### src/rtl/regfile_wb_arbiter_pkg.sv
// Shared constants and helpers for the register-file writeback arbiter and
// the register file itself.
package regfile_wb_arbiter_pkg;

   localparam int NREQ = 3;
   localparam int DW   = 32;
   localparam int AW   = 5;

   localparam int REQ_ALU    = 0;
   localparam int REQ_LOAD   = 1;
   localparam int REQ_MULDIV = 2;

   typedef enum logic {
      ST_IDLE   = 1'b0,
      ST_LOCKED = 1'b1
   } arb_state_t;

   function automatic int ptr_width(input int n);
      return (n > 1) ? $clog2(n) : 1;
   endfunction

   // Round-robin successor: the requester after idx, wrapping at n.
   function automatic int rr_next(input int idx, input int n);
      return (idx + 1 >= n) ? 0 : idx + 1;
   endfunction

endpackage

### src/rtl/regfile_wb_arbiter_if.sv
// Writeback bus between the requesters, the arbiter and the register file
// write port.
interface regfile_wb_arbiter_if #(
   parameter int NREQ = regfile_wb_arbiter_pkg::NREQ,
   parameter int DW   = regfile_wb_arbiter_pkg::DW,
   parameter int AW   = regfile_wb_arbiter_pkg::AW
);

   logic [NREQ-1:0]    req;
   logic [NREQ-1:0]    reqLast;
   logic [NREQ*AW-1:0] reqAddr;
   logic [NREQ*DW-1:0] reqData;
   logic [NREQ-1:0]    gnt;
   logic [AW-1:0]      wr;
   logic [DW-1:0]      writeData;
   logic               writeEN;
   logic               locked;

   modport master (
      output req, reqLast, reqAddr, reqData,
      input  gnt, wr, writeData, writeEN, locked
   );

   modport slave (
      input  req, reqLast, reqAddr, reqData,
      output gnt, wr, writeData, writeEN, locked
   );

endinterface

### src/rtl/regfile_wb_arbiter_rr_pick.sv
// Combinational round-robin picker: first set request at or after ptr,
// wrapping modulo N. Returns one-hot grant, binary index and a found flag.
module regfile_wb_arbiter_rr_pick #(
   parameter int N  = regfile_wb_arbiter_pkg::NREQ,
   parameter int PW = regfile_wb_arbiter_pkg::ptr_width(N)
) (
   input  logic [N-1:0]  req,
   input  logic [PW-1:0] ptr,
   output logic [N-1:0]  gnt,
   output logic [PW-1:0] idx,
   output logic          any
);

   always_comb begin
      int j;
      j   = 0;
      gnt = '0;
      idx = '0;
      any = 1'b0;
      for (int i = 0; i < N; i++) begin
         j = int'(ptr) + i;
         if (j >= N) j = j - N;
         if (!any && req[j]) begin
            gnt[j] = 1'b1;
            idx    = PW'(j);
            any    = 1'b1;
         end
      end
   end

endmodule

### src/rtl/regfile_wb_arbiter.sv
// Round-robin writeback arbiter with burst locking for the single register
// file write port; write port outputs are registered.
//
//   state     | meaning
//   ----------+------------------------------------------------------------
//   ST_IDLE   | round-robin search from ptr; a non-last beat locks to winner
//   ST_LOCKED | only owner may be granted; its last beat releases the lock
module regfile_wb_arbiter #(
   parameter int NREQ = regfile_wb_arbiter_pkg::NREQ,
   parameter int DW   = regfile_wb_arbiter_pkg::DW,
   parameter int AW   = regfile_wb_arbiter_pkg::AW
) (
   input  logic                 Clk,
   input  logic                 Reset,
   regfile_wb_arbiter_if.slave  bus
);

   import regfile_wb_arbiter_pkg::*;

   localparam int PW = ptr_width(NREQ);

   arb_state_t      state;
   logic [PW-1:0]   ptr;
   logic [PW-1:0]   owner;

   logic [NREQ-1:0] pick_gnt;
   logic [PW-1:0]   pick_idx;
   logic            pick_any;

   logic [NREQ-1:0] gnt_c;
   logic            accept;
   logic [PW-1:0]   win;
   logic [AW-1:0]   win_addr;
   logic [DW-1:0]   win_data;
   logic            win_last;

   logic [AW-1:0]   wr_q;
   logic [DW-1:0]   write_data_q;
   logic            write_en_q;

   regfile_wb_arbiter_rr_pick #(
      .N  (NREQ),
      .PW (PW)
   ) u_rr_pick (
      .req (bus.req),
      .ptr (ptr),
      .gnt (pick_gnt),
      .idx (pick_idx),
      .any (pick_any)
   );

   // Grant depends only on req, state, ptr and owner; payload is muxed after.
   always_comb begin
      gnt_c  = '0;
      accept = 1'b0;
      win    = owner;
      if (!Reset) begin
         case (state)
            ST_IDLE: begin
               gnt_c  = pick_gnt;
               accept = pick_any;
               win    = pick_idx;
            end
            ST_LOCKED: begin
               accept       = bus.req[owner];
               gnt_c[owner] = bus.req[owner];
            end
            default: ;
         endcase
      end
   end

   always_comb begin
      win_addr = '0;
      win_data = '0;
      win_last = 1'b0;
      for (int i = 0; i < NREQ; i++) begin
         if (gnt_c[i]) begin
            win_addr = win_addr | bus.reqAddr[i*AW +: AW];
            win_data = win_data | bus.reqData[i*DW +: DW];
            win_last = win_last | bus.reqLast[i];
         end
      end
   end

   always_ff @(posedge Clk) begin
      if (Reset) begin
         state        <= ST_IDLE;
         ptr          <= '0;
         owner        <= '0;
         wr_q         <= '0;
         write_data_q <= '0;
         write_en_q   <= 1'b0;
      end else begin
         write_en_q <= 1'b0;
         if (accept) begin
            wr_q         <= win_addr;
            write_data_q <= win_data;
            // Register 0 is hardwired: the beat is consumed but never written.
            write_en_q   <= (win_addr != '0);
            if (win_last) begin
               ptr   <= PW'(rr_next(int'(win), NREQ));
               state <= ST_IDLE;
            end else begin
               owner <= win;
               state <= ST_LOCKED;
            end
         end
      end
   end

   assign bus.gnt       = gnt_c;
   assign bus.wr        = wr_q;
   assign bus.writeData = write_data_q;
   assign bus.writeEN   = write_en_q;
   assign bus.locked    = (state == ST_LOCKED);

endmodule

### src/flat_wrapper.sv
// flat-port wrapper written by rule: the top's interface ports become plain ports
module regfile_wb_arbiter_flat import regfile_wb_arbiter_pkg::*;
#(
   parameter int NREQ = regfile_wb_arbiter_pkg::NREQ,
   parameter int DW   = regfile_wb_arbiter_pkg::DW,
   parameter int AW   = regfile_wb_arbiter_pkg::AW
)
  (Clk, Reset, bus_req, bus_reqLast, bus_reqAddr, bus_reqData, bus_gnt, bus_wr, bus_writeData, bus_writeEN, bus_locked);
  regfile_wb_arbiter_if #(.NREQ(NREQ), .DW(DW), .AW(AW)) bus_i ();
  input  logic Clk;
  input  logic Reset;
  input wire logic [$bits(bus_i.req)-1:0] bus_req;
  input wire logic [$bits(bus_i.reqLast)-1:0] bus_reqLast;
  input wire logic [$bits(bus_i.reqAddr)-1:0] bus_reqAddr;
  input wire logic [$bits(bus_i.reqData)-1:0] bus_reqData;
  output wire logic [$bits(bus_i.gnt)-1:0] bus_gnt;
  output wire logic [$bits(bus_i.wr)-1:0] bus_wr;
  output wire logic [$bits(bus_i.writeData)-1:0] bus_writeData;
  output wire logic [$bits(bus_i.writeEN)-1:0] bus_writeEN;
  output wire logic [$bits(bus_i.locked)-1:0] bus_locked;
  assign bus_i.req = bus_req;
  assign bus_i.reqLast = bus_reqLast;
  assign bus_i.reqAddr = bus_reqAddr;
  assign bus_i.reqData = bus_reqData;
  assign bus_gnt = bus_i.gnt;
  assign bus_wr = bus_i.wr;
  assign bus_writeData = bus_i.writeData;
  assign bus_writeEN = bus_i.writeEN;
  assign bus_locked = bus_i.locked;
  regfile_wb_arbiter #(.NREQ(NREQ), .DW(DW), .AW(AW)) u_core (.Clk(Clk), .Reset(Reset), .bus(bus_i));
endmodule
### config.mk
export PLATFORM = sky130hd
export DESIGN_NAME = regfile_wb_arbiter_flat
export DESIGN_NICKNAME = d
export VERILOG_FILES = /design/src/rtl/regfile_wb_arbiter_pkg.sv /design/src/rtl/regfile_wb_arbiter_if.sv /design/src/rtl/regfile_wb_arbiter_rr_pick.sv /design/src/rtl/regfile_wb_arbiter.sv /design/src/flat_wrapper.sv
export SDC_FILE = /design/constraint.sdc
export NUM_CORES = 1
export LEC_CHECK = 0
export CORE_MARGIN = 2
export CORE_UTILIZATION = 39
export DETAILED_ROUTE_END_ITERATION = 8
export PLACE_DENSITY = 0.87
export SLEW_MARGIN = 20
export SYNTH_ARGS = -nofsm -noshare
export SYNTH_HDL_FRONTEND = slang
export SYNTH_SLANG_ARGS = --single-unit
### constraint.sdc
create_clock -name Clk -period 5.8 [get_ports Clk]
set_input_delay 1.16 -clock Clk [delete_from_list [all_inputs] [get_ports Clk]]
set_output_delay 1.16 -clock Clk [all_outputs]
set_load 0.02 [all_outputs]
# [After elaboration in Yosys (flattened, before gate mapping)]
# Index checks and enable logic that the tools add are counted.
# Widths: inputs -> output; s select.
[classes] n_addsub=6 order_cmp=12 mux=48 bitwise=12 reduce_logical=12
[ops] operator="$mux 32" count=6
[ops] operator="$ge 32x1->1 const B" count=3
[ops] operator="$lt 32x4->1 const B" count=3
[ops] operator="$or 32x32->32" count=2
[ops] operator="$mux 1" count=19
[ops] operator="$mux 5" count=3
[ops] operator="$mux 2" count=6
[ops] operator="$mux 3" count=4
[ops] operator="$or 5x5->5" count=2
[ops] operator="$ge 3x2->1 const B" count=3
[ops] operator="$bmux 1 s2" count=4
[ops] operator="$demux 1 s2" count=4
[ops] operator="$sub 3x2->4 const B" count=2
[ops] operator="$add 2x1->3 const B" count=2
[ops] operator="$logic_and 1x1->1" count=6
[ops] operator="$or 3x3->3" count=2
[ops] operator="$pmux 3 s2" count=1
[ops] operator="$reduce_bool 5->1" count=1
[ops] operator="$reduce_and 2->1" count=2
[ops] operator="$add 2x2->3 const B" count=1
[ops] operator="$and 3x3->3" count=1
[ops] operator="$lt 2x3->1 const B" count=1
[ops] operator="$not 1->1" count=3
[ops] operator="$sub 2x2->3 const B" count=1
[ops] operator="6 further kinds" count=8
[word_totals] register_bits=43 input_bits=119 output_inout_bits=42 elab_cells=96

# [Depth between registers and ports, before layout]
# Gate-level depths: netlist of run 1.
[logic_depth] ltp_word=21 ltp_mapped=12 depth_no_buf=9

# [By module]
# From an unflattened synthesis of run 1, not the netlist that was laid out.
[unflattened] cells_unflattened=306 hier_area_um2=2698.8
[by_module_without_submodules] module="regfile_wb_arbiter" instances=1 cells_each=259 area_each_um2=2337.2 seq_area_each_um2=860.8
[by_module_without_submodules] module="regfile_wb_arbiter_rr_pick" instances=1 cells_each=47 area_each_um2=361.6 seq_area_each_um2=0.0

# [Worst setup path before layout of run 1]
# OpenSTA, ideal clock, no wires.
[synth_timing] kind="in2out" startpoint="input bus_req[1]" endpoint="output bus_gnt[2]" arrival_time_ns=2.366 required_time_ns=4.640 setup_slack_ns=2.274 cell_stages=5 n_path_buf=1 path_cell_list="mux2_2 > a21oi_2 > nand4_1 > a31oi_1 > clkbuf_1"
[synth_between] elab_chain_cells=12 elab_cells_between_ends=25 cone_classes="18 x mux; 3 x bitwise; 4 x reduce/logical"
[synth_rtl] item="start: declaration" line_no="flat_wrapper.sv:12" text="input wire logic [$bits(bus_i.req)-1:0] bus_req;"
[synth_rtl] item="$bmux 1 s2" line_no="regfile_wb_arbiter_rr_pick.sv:23" text="if (!any && req[j]) begin"
[synth_rtl] item="$mux 1 (not written as such) (2 in a row)" line_no="regfile_wb_arbiter_rr_pick.sv:23"
[synth_rtl] item="$mux 1" line_no="regfile_wb_arbiter_rr_pick.sv:23"
[synth_rtl] item="$logic_not 1->1" line_no="regfile_wb_arbiter_rr_pick.sv:23"
[synth_rtl] item="$logic_and 1x1->1" line_no="regfile_wb_arbiter_rr_pick.sv:23"
[synth_rtl] item="$mux 1" line_no="regfile_wb_arbiter_rr_pick.sv:23"
[synth_rtl] item="$logic_not 1->1" line_no="regfile_wb_arbiter_rr_pick.sv:23"
[synth_rtl] item="$logic_and 1x1->1" line_no="regfile_wb_arbiter_rr_pick.sv:23"
[synth_rtl] item="$mux 3" line_no="regfile_wb_arbiter_rr_pick.sv:23"
[synth_rtl] item="$pmux 3 s2 *" line_no="regfile_wb_arbiter.sv:58" text="case (state)"
[synth_rtl] item="$mux 3 *" line_no="regfile_wb_arbiter.sv:57" text="if (!Reset) begin"
[synth_rtl] item="end: declaration" line_no="flat_wrapper.sv:16" text="output wire logic [$bits(bus_i.gnt)-1:0] bus_gnt;"
# Every way passes the cells marked *; elsewhere a longest branch is shown, timed or not. The select of a mux whose other input is x is not followed.

# [Worst setup path in the final report of run 1]
# Same ends and word-level chain as after synthesis.

==> results.sh, run 1 <==
export IMPL_slew_viol_final=0
export IMPL_synth_edf_count=0
export IMPL_path_clk_slew_ns=0.08
export IMPL_chipHeight_um=82.34
export IMPL_row_count=28
export IMPL_cts_max_path_buffers=2
export IMPL_nFillCells=496
export IMPL_cts_resized=0
export IMPL_antenna_found_initial=0
export IMPL_holdPathStages=2
export IMPL_gp_congestion=0.8963
export IMPL_synth_fp_nets=405
export IMPL_grt_max_degree=48
export IMPL_post_place_ws_ns=1.302
export IMPL_die_x_um=82.34
export IMPL_clk_latency_ns=0.28
export IMPL_clock_sinks=43
export IMPL_cts_hold_buf=0
export IMPL_wirelength_um=8260
export IMPL_worstMarginPinSlew_ns=0.8664
export IMPL_drt_wirelength_per_cell_um=16.42
export IMPL_r2r_start="u_core.ptr[0]"
export IMPL_grt_pass1_vias=2598
export IMPL_antenna_left=0
export IMPL_finalClockSkew_ns=0.003527
export IMPL_ys_seq_area_share_pct=35.96
export IMPL_grt_pass1_wl_um=11950
export IMPL_synthFlopType="dfxtp_1"
export IMPL_r2r_setup_slack_ns=2.44
export IMPL_power_uw=2070
export IMPL_cts_tree="yes"
export IMPL_multi_input_area_um2=1419
export IMPL_tns_ns=0
export IMPL_r2r_end="u_core.owner[1]"
export IMPL_crit_required_ns=4.64
export IMPL_core_area_um2=5921
export IMPL_r2r_cells=10
export IMPL_hold_viol=0
export IMPL_vdd_drop_max_mv=0.2967
export IMPL_min_from="u_core.bus.wr[0]"
export IMPL_yosys_top_cells_count="43 x dfxtp_1, 41 x a21oi_1, 35 x nor2_1"
export IMPL_syn_area_per_cell_um2=8.488
export IMPL_initial_utilization_pct=40.43
export IMPL_setup_viol=0
export IMPL_synthArstFlopShare_pct=0
export IMPL_synth_cell_type_count=45
export IMPL_initialDrtViolationCount=173
export IMPL_synthCells=282
export IMPL_synth_area_leader_cell="dfxtp_1"
export IMPL_max_freq_mhz=221.9
export IMPL_p_leak_uw=0.001514
export IMPL_crit_arrival_ns=3.35
export IMPL_synth_area_um2=2394
export IMPL_yosys_register_bits=43
export IMPL_numCtsBuffers=5
export IMPL_grt_usage_pct=22.86
export IMPL_cts_root_buf="clkbuf_8"
export IMPL_area_growth_pct=71.62
export IMPL_period_share_pct=77.70
export IMPL_final_nets=550
export IMPL_io_buffers=160
export IMPL_register_area_um2=860.8
export IMPL_num_vias=2774
export IMPL_maxCapViolations=0
export IMPL_gr_total_overflow=0
export IMPL_cp_max_fo=6
export IMPL_hold_path_class="reg2reg"
export IMPL_status="completed"
export IMPL_n_antenna_cell=0
export IMPL_min_period_ns=4.507
export IMPL_relSlewSlack_pct=42.24
export IMPL_rsz0062_at_grt="false"
export IMPL_drc=0
export IMPL_post_cts_buffers=0
export IMPL_synth_most_common_cell="dfxtp_1"
export IMPL_ys_warn_count=0
export IMPL_drtPass1Iterations=4
export IMPL_die_area_um2=6780
export IMPL_hpwl_um=6187
export IMPL_io_pins=161
export IMPL_synth_area_top_cells="dfxtp_1 36%, a221o_1 13%, a21oi_1 8.6%"
export IMPL_whs_endpoint="u_core.bus.wr[0]"
export IMPL_via_per_inst=5.515
export IMPL_yosysTopAreaCellShare_pct=35.96
export IMPL_crit_path_end_kind="output port"
export IMPL_htree_num_levels=2
export IMPL_path_class="in2out"
export IMPL_layout_drive_gt1_share_pct=6.542
export IMPL_final_setup_worst_slack_ns=1.293
export IMPL_start_kind="primary input"
export IMPL_power_density_nw_per_um2=503.8
==> how the worst max path moves through the flow <==
stage          cells past startpoint  startpoint          to
5_1_grt                            6  bus_req[1]  bus_gnt[0]
2_1_floorplan                      5  bus_req[1]  bus_gnt[2]
3_5_place_dp                       6  bus_req[1]  bus_gnt[2]
4_1_cts                            6  bus_req[1]  bus_gnt[2]
6_report                           6  bus_req[1]  bus_gnt[2]
3_3_place_gp                       6  bus_req[1]  bus_gnt[2]
==> state kept, by name, summed over array words and instances (netlist names) <==
signal                count
u_core.ptr                2
u_core.bus.writeData     32
u_core.bus.wr             5
u_core.bus.writeEN        1
u_core.bus.locked         1
u_core.owner              2
==> power by group <==
| part | internal, uW | total (uW) | switching, uW |
|---|---|---|---|
| Sequential | 425 | 507 | 81.7 |
| Clock | 84.2 | 184 | 99.4 |
| Combinational | 634 | 1380 | 744 |
| Total | 1140 | 2070 | 926 |
==> final cells by class <==
type | count | area share (%)
multi-input cells | 208 | 34.54
well taps | 75 | 2.284
clock buffers | 6 | 1.767
inverters | 4 | 0.3655
clock inverters | 2 | 0.3046
repair buffers | 165 | 39.78
flip-flops and latches | 43 | 20.96
==> routing by layer <==
metal	GRT usage [%]	routed length, um
met3	6.196	859
met5	0	0
met4	6.333	131
met2	42.42	4201
met1	25.35	3068
==> worst max-delay path, cell delays in order <==
cell and delay, ns:
clkdlybuf4s50_1 0.62, mux2i_1 0.14, mux2i_2 0.37, nand4_1 0.24, a31oi_4 0.19, clkdlybuf4s50_1 0.63
==> stage by stage <==
stage          hold WS (ns)  cells  utilization (%)  cell area, um2
6_report             0.4553    503            69.38            4108
3_5_place_dp         0.4468    495            67.94            4023
4_1_cts              0.4584    503            69.38            4108
2_1_floorplan        0.4647    282                -            2394
5_1_grt              0.4932    503            69.38            4108
3_3_place_gp         0.4421    495            67.94            4023
==> cell families after synthesis <==
logic type / Yosys count / synth area share, %
AO/OA/AOI/OAI: 98 / 31.84
adder cells (fa/ha/maj): 4 / 2.091
buffers and inverters: 31 / 6.639
flip-flops: 43 / 35.96
multiplexers: 7 / 3.502
AND/OR/NAND/NOR: 99 / 19.97
==> cells in the final DEF (no fill, tap or decap), types with 2 or more instances in the layout <==
cell type	netlist	routed
clkdlybuf4s50_1	0	159
nor2_1	35	35
o22ai_1	2	2
inv_1	4	4
ha_1	4	4
nand3_1	4	4
a222oi_1	6	6
nor2b_1	2	2
o21ai_1	2	2
dfxtp_1	43	43
a21oi_1	41	41
nand2b_1	3	3
buf_4	5	5
clkbuf_8	0	5
a221o_1	32	32
mux2i_1	3	3
nand4_1	4	4
o21a_1	2	2
nor3_1	32	32
mux2i_2	2	2
nand3b_1	3	3
a221oi_2	2	2
nand2_1	9	9
(Power assumes the default switching activity.)
==> run 2, diff against run 1 <==
--- a/config.mk
+++ b/config.mk
@@ -6,9 +6,9 @@
 export NUM_CORES = 1
 export LEC_CHECK = 0
 export CORE_MARGIN = 2
-export CORE_UTILIZATION = 39
+export CORE_UTILIZATION = 36
 export DETAILED_ROUTE_END_ITERATION = 8
-export PLACE_DENSITY = 0.87
+export PLACE_DENSITY = 0.81
 export SLEW_MARGIN = 20
 export SYNTH_ARGS = -nofsm -noshare
 export SYNTH_HDL_FRONTEND = slang
==> constraint.sdc (replaced) <==
create_clock -name Clk -period 4.5 [get_ports Clk]
set_input_delay 0.9 -clock Clk [delete_from_list [all_inputs] [get_ports Clk]]
set_output_delay 0.9 -clock Clk [all_outputs]
set_load 0.02 [all_outputs]
==> results.sh, run 2 (synthesis results as in run 1) <==
export IMPL_clk_latency_ns=0.30
export IMPL_largest_reg_flops=32
export IMPL_cpPeakStageDelay_ns=0.63
export IMPL_drtPass1Iterations=5
export IMPL_cp_max_fo=6
export IMPL_via_per_inst=5.503
export IMPL_grt_pass1_wl_um=12880
export IMPL_post_cts_buffers=0
export IMPL_min_period_ns=4.008
export IMPL_area_growth_pct=73.50
export IMPL_cp_top_family="buffers and inverters"
export IMPL_tns_ns=0
export IMPL_worst_path_buf_inv=2
export IMPL_cts_root_buf="clkbuf_8"
export IMPL_io_buffers=160
export IMPL_crit_path_end_kind="output port"
export IMPL_htree_num_levels=2
export IMPL_initial_utilization_pct=37.48
export IMPL_cts_resized=0
export IMPL_n_antenna_cell=0
export IMPL_worstMarginPinSlew_ns=0.7084
export IMPL_cts_max_path_buffers=2
export IMPL_rsz0062_at_grt="false"
export IMPL_grt_usage_pct=22.00
export IMPL_p_comb_share_pct=65.2
export IMPL_clock_sinks=43
export IMPL_die_area_um2=7317
export IMPL_cts_tree="yes"
export IMPL_hpwl_um=6282
export IMPL_row_count=29
export IMPL_layout_drive_gt1_share_pct=7.209
export IMPL_final_common_cell="clkdlybuf4s50_1"
export IMPL_r2r_cells=10
export IMPL_crit_arrival_ns=3.11
export IMPL_final_nets=552
export IMPL_die_x_um=85.54
export IMPL_hold_viol=0
export IMPL_maxCapViolations=0
export IMPL_power_internal_uw=1537
export IMPL_start_kind="primary input"
export IMPL_initialDrtViolationCount=147
export IMPL_setup_viol=0
export IMPL_path_class="in2out"
export IMPL_dp_cells=499
export IMPL_relSlewSlack_pct=52.71
export IMPL_holdPathStages=2
export IMPL_numCtsBuffers=5
export IMPL_crit_top_cell="clkdlybuf4s50_1"
export IMPL_hold_path_class="reg2reg"
export IMPL_power_density_nw_per_um2=661.4
export IMPL_final_cell_area_um2=4153
export IMPL_power_frac_seq_pct=23.6
export IMPL_placed_area_um2=4040
export IMPL_layout_common_cells="159 x clkdlybuf4s50_1, 43 x dfxtp_1, 41 x a21oi_1"
export IMPL_grt_pass1_vias=2780
export IMPL_grt_max_degree=47
export IMPL_fin_cells=507
export IMPL_num_vias=2790
export IMPL_p_clk_share_pct=11.2
export IMPL_status="completed"
export IMPL_p_switching_uw=1210
export IMPL_p_leak_uw=0.001541
export IMPL_crit_required_ns=3.60
export IMPL_drc=0
export IMPL_cp_cell_sequence="clkdlybuf4s50_1 > mux2i_1 > mux2i_2 > nand4_1 > a21boi_4 > clkdlybuf4s50_1"
export IMPL_core_area_um2=6386
export IMPL_wirelength_um=8453
export IMPL_p_sw_share_pct=44.05
export IMPL_period_share_pct=89.07
export IMPL_path_clk_slew_ns=0.09
export IMPL_chipHeight_um=85.54
export IMPL_io_pins=161
export IMPL_antenna_found_initial=0
export IMPL_slew_viol_final=0
export IMPL_max_freq_mhz=249.5
export IMPL_crit_cells=6
export IMPL_antenna_left=0
export IMPL_cts_hold_buf=0
export IMPL_drt_wirelength_per_cell_um=16.67
export IMPL_finalClockSkew_ns=0.008313
export IMPL_gr_total_overflow=0
export IMPL_cp_slowest_cell="clkdlybuf4s50_1"
export IMPL_vdd_drop_max_mv=0.4284
export IMPL_gp_congestion=0.8315
-- run 2: cell count changes in the layout (fill, tap and decap cells not counted) --
cell	change
clkinvlp_4	-1
clkinv_4	+1
bufinv_16	+1
buf_4	+2
clkbuf_1	-1
-- run 2: power by group through the flow --
stage / Clock (uW) / Sequential [uW] / Combinational, uW
floorplan: 0 / 823 / 957
global placement: 0 / 651 / 1770
detailed placement: 0 / 659 / 1790
CTS: 317 / 651 / 1800
global route: 336 / 671 / 1940
finish: 308 / 649 / 1790
-- run 2: final cells by class --
cell class | count | area (um2)
Tap cell | 77 | 96.34
Inverter | 4 | 15.01
Sequential cell | 43 | 860.8
Clock inverter | 3 | 43.79
Multi-Input combinational cell | 208 | 1419
Timing Repair Buffer | 167 | 1649
Clock buffer | 5 | 68.82
Fill cell | 561 | 2233
-- run 2: worst reg2reg max path, cell delays in order (launching register included) --
cell and delay (ns):
dfxtp_1 0.35, inv_1 0.08, ha_1 0.37, mux2i_2 0.36, o21ai_2 0.12, a221oi_2 0.35, a21boi_4 0.11, buf_4 0.27
a222oi_1 0.63, nand2_2 0.15, mux2_4 0.33
-- run 2: metrics by stage --
| stage | setup WS (ns) | util, % | power [uW] | hold slack [ns] |
|---|---|---|---|---|
| finish | 0.4919 | 65.03 | 2746 | 0.4613 |
| global route | 0.3573 | 65.03 | 2952 | 0.4824 |
| CTS | 0.4896 | 65.03 | 2768 | 0.4666 |
| detailed placement | 0.5042 | 63.26 | 2452 | 0.4529 |
| global placement | 0.5266 | 63.26 | 2424 | 0.4420 |
| floorplan | 1.494 | - | 1780 | 0.4647 |
-- run 2: final timing paths --
path                    startpoint               end  slack [ns]
setup / recovery        bus_req[1]        bus_gnt[0]        0.49
hold / removal    u_core.bus.wr[2]  u_core.bus.wr[2]        0.46
setup reg to reg     u_core.ptr[1]   u_core.owner[1]        1.27
hold reg to reg   u_core.bus.wr[2]  u_core.bus.wr[2]        0.46
-- run 2: per-layer routing --
layer  global-route usage (%)  routed length [um]
met1                    25.30                3339
met2                    39.99                4255
met3                    6.833                 807
met4                    4.762                  50
met5                        0                   0
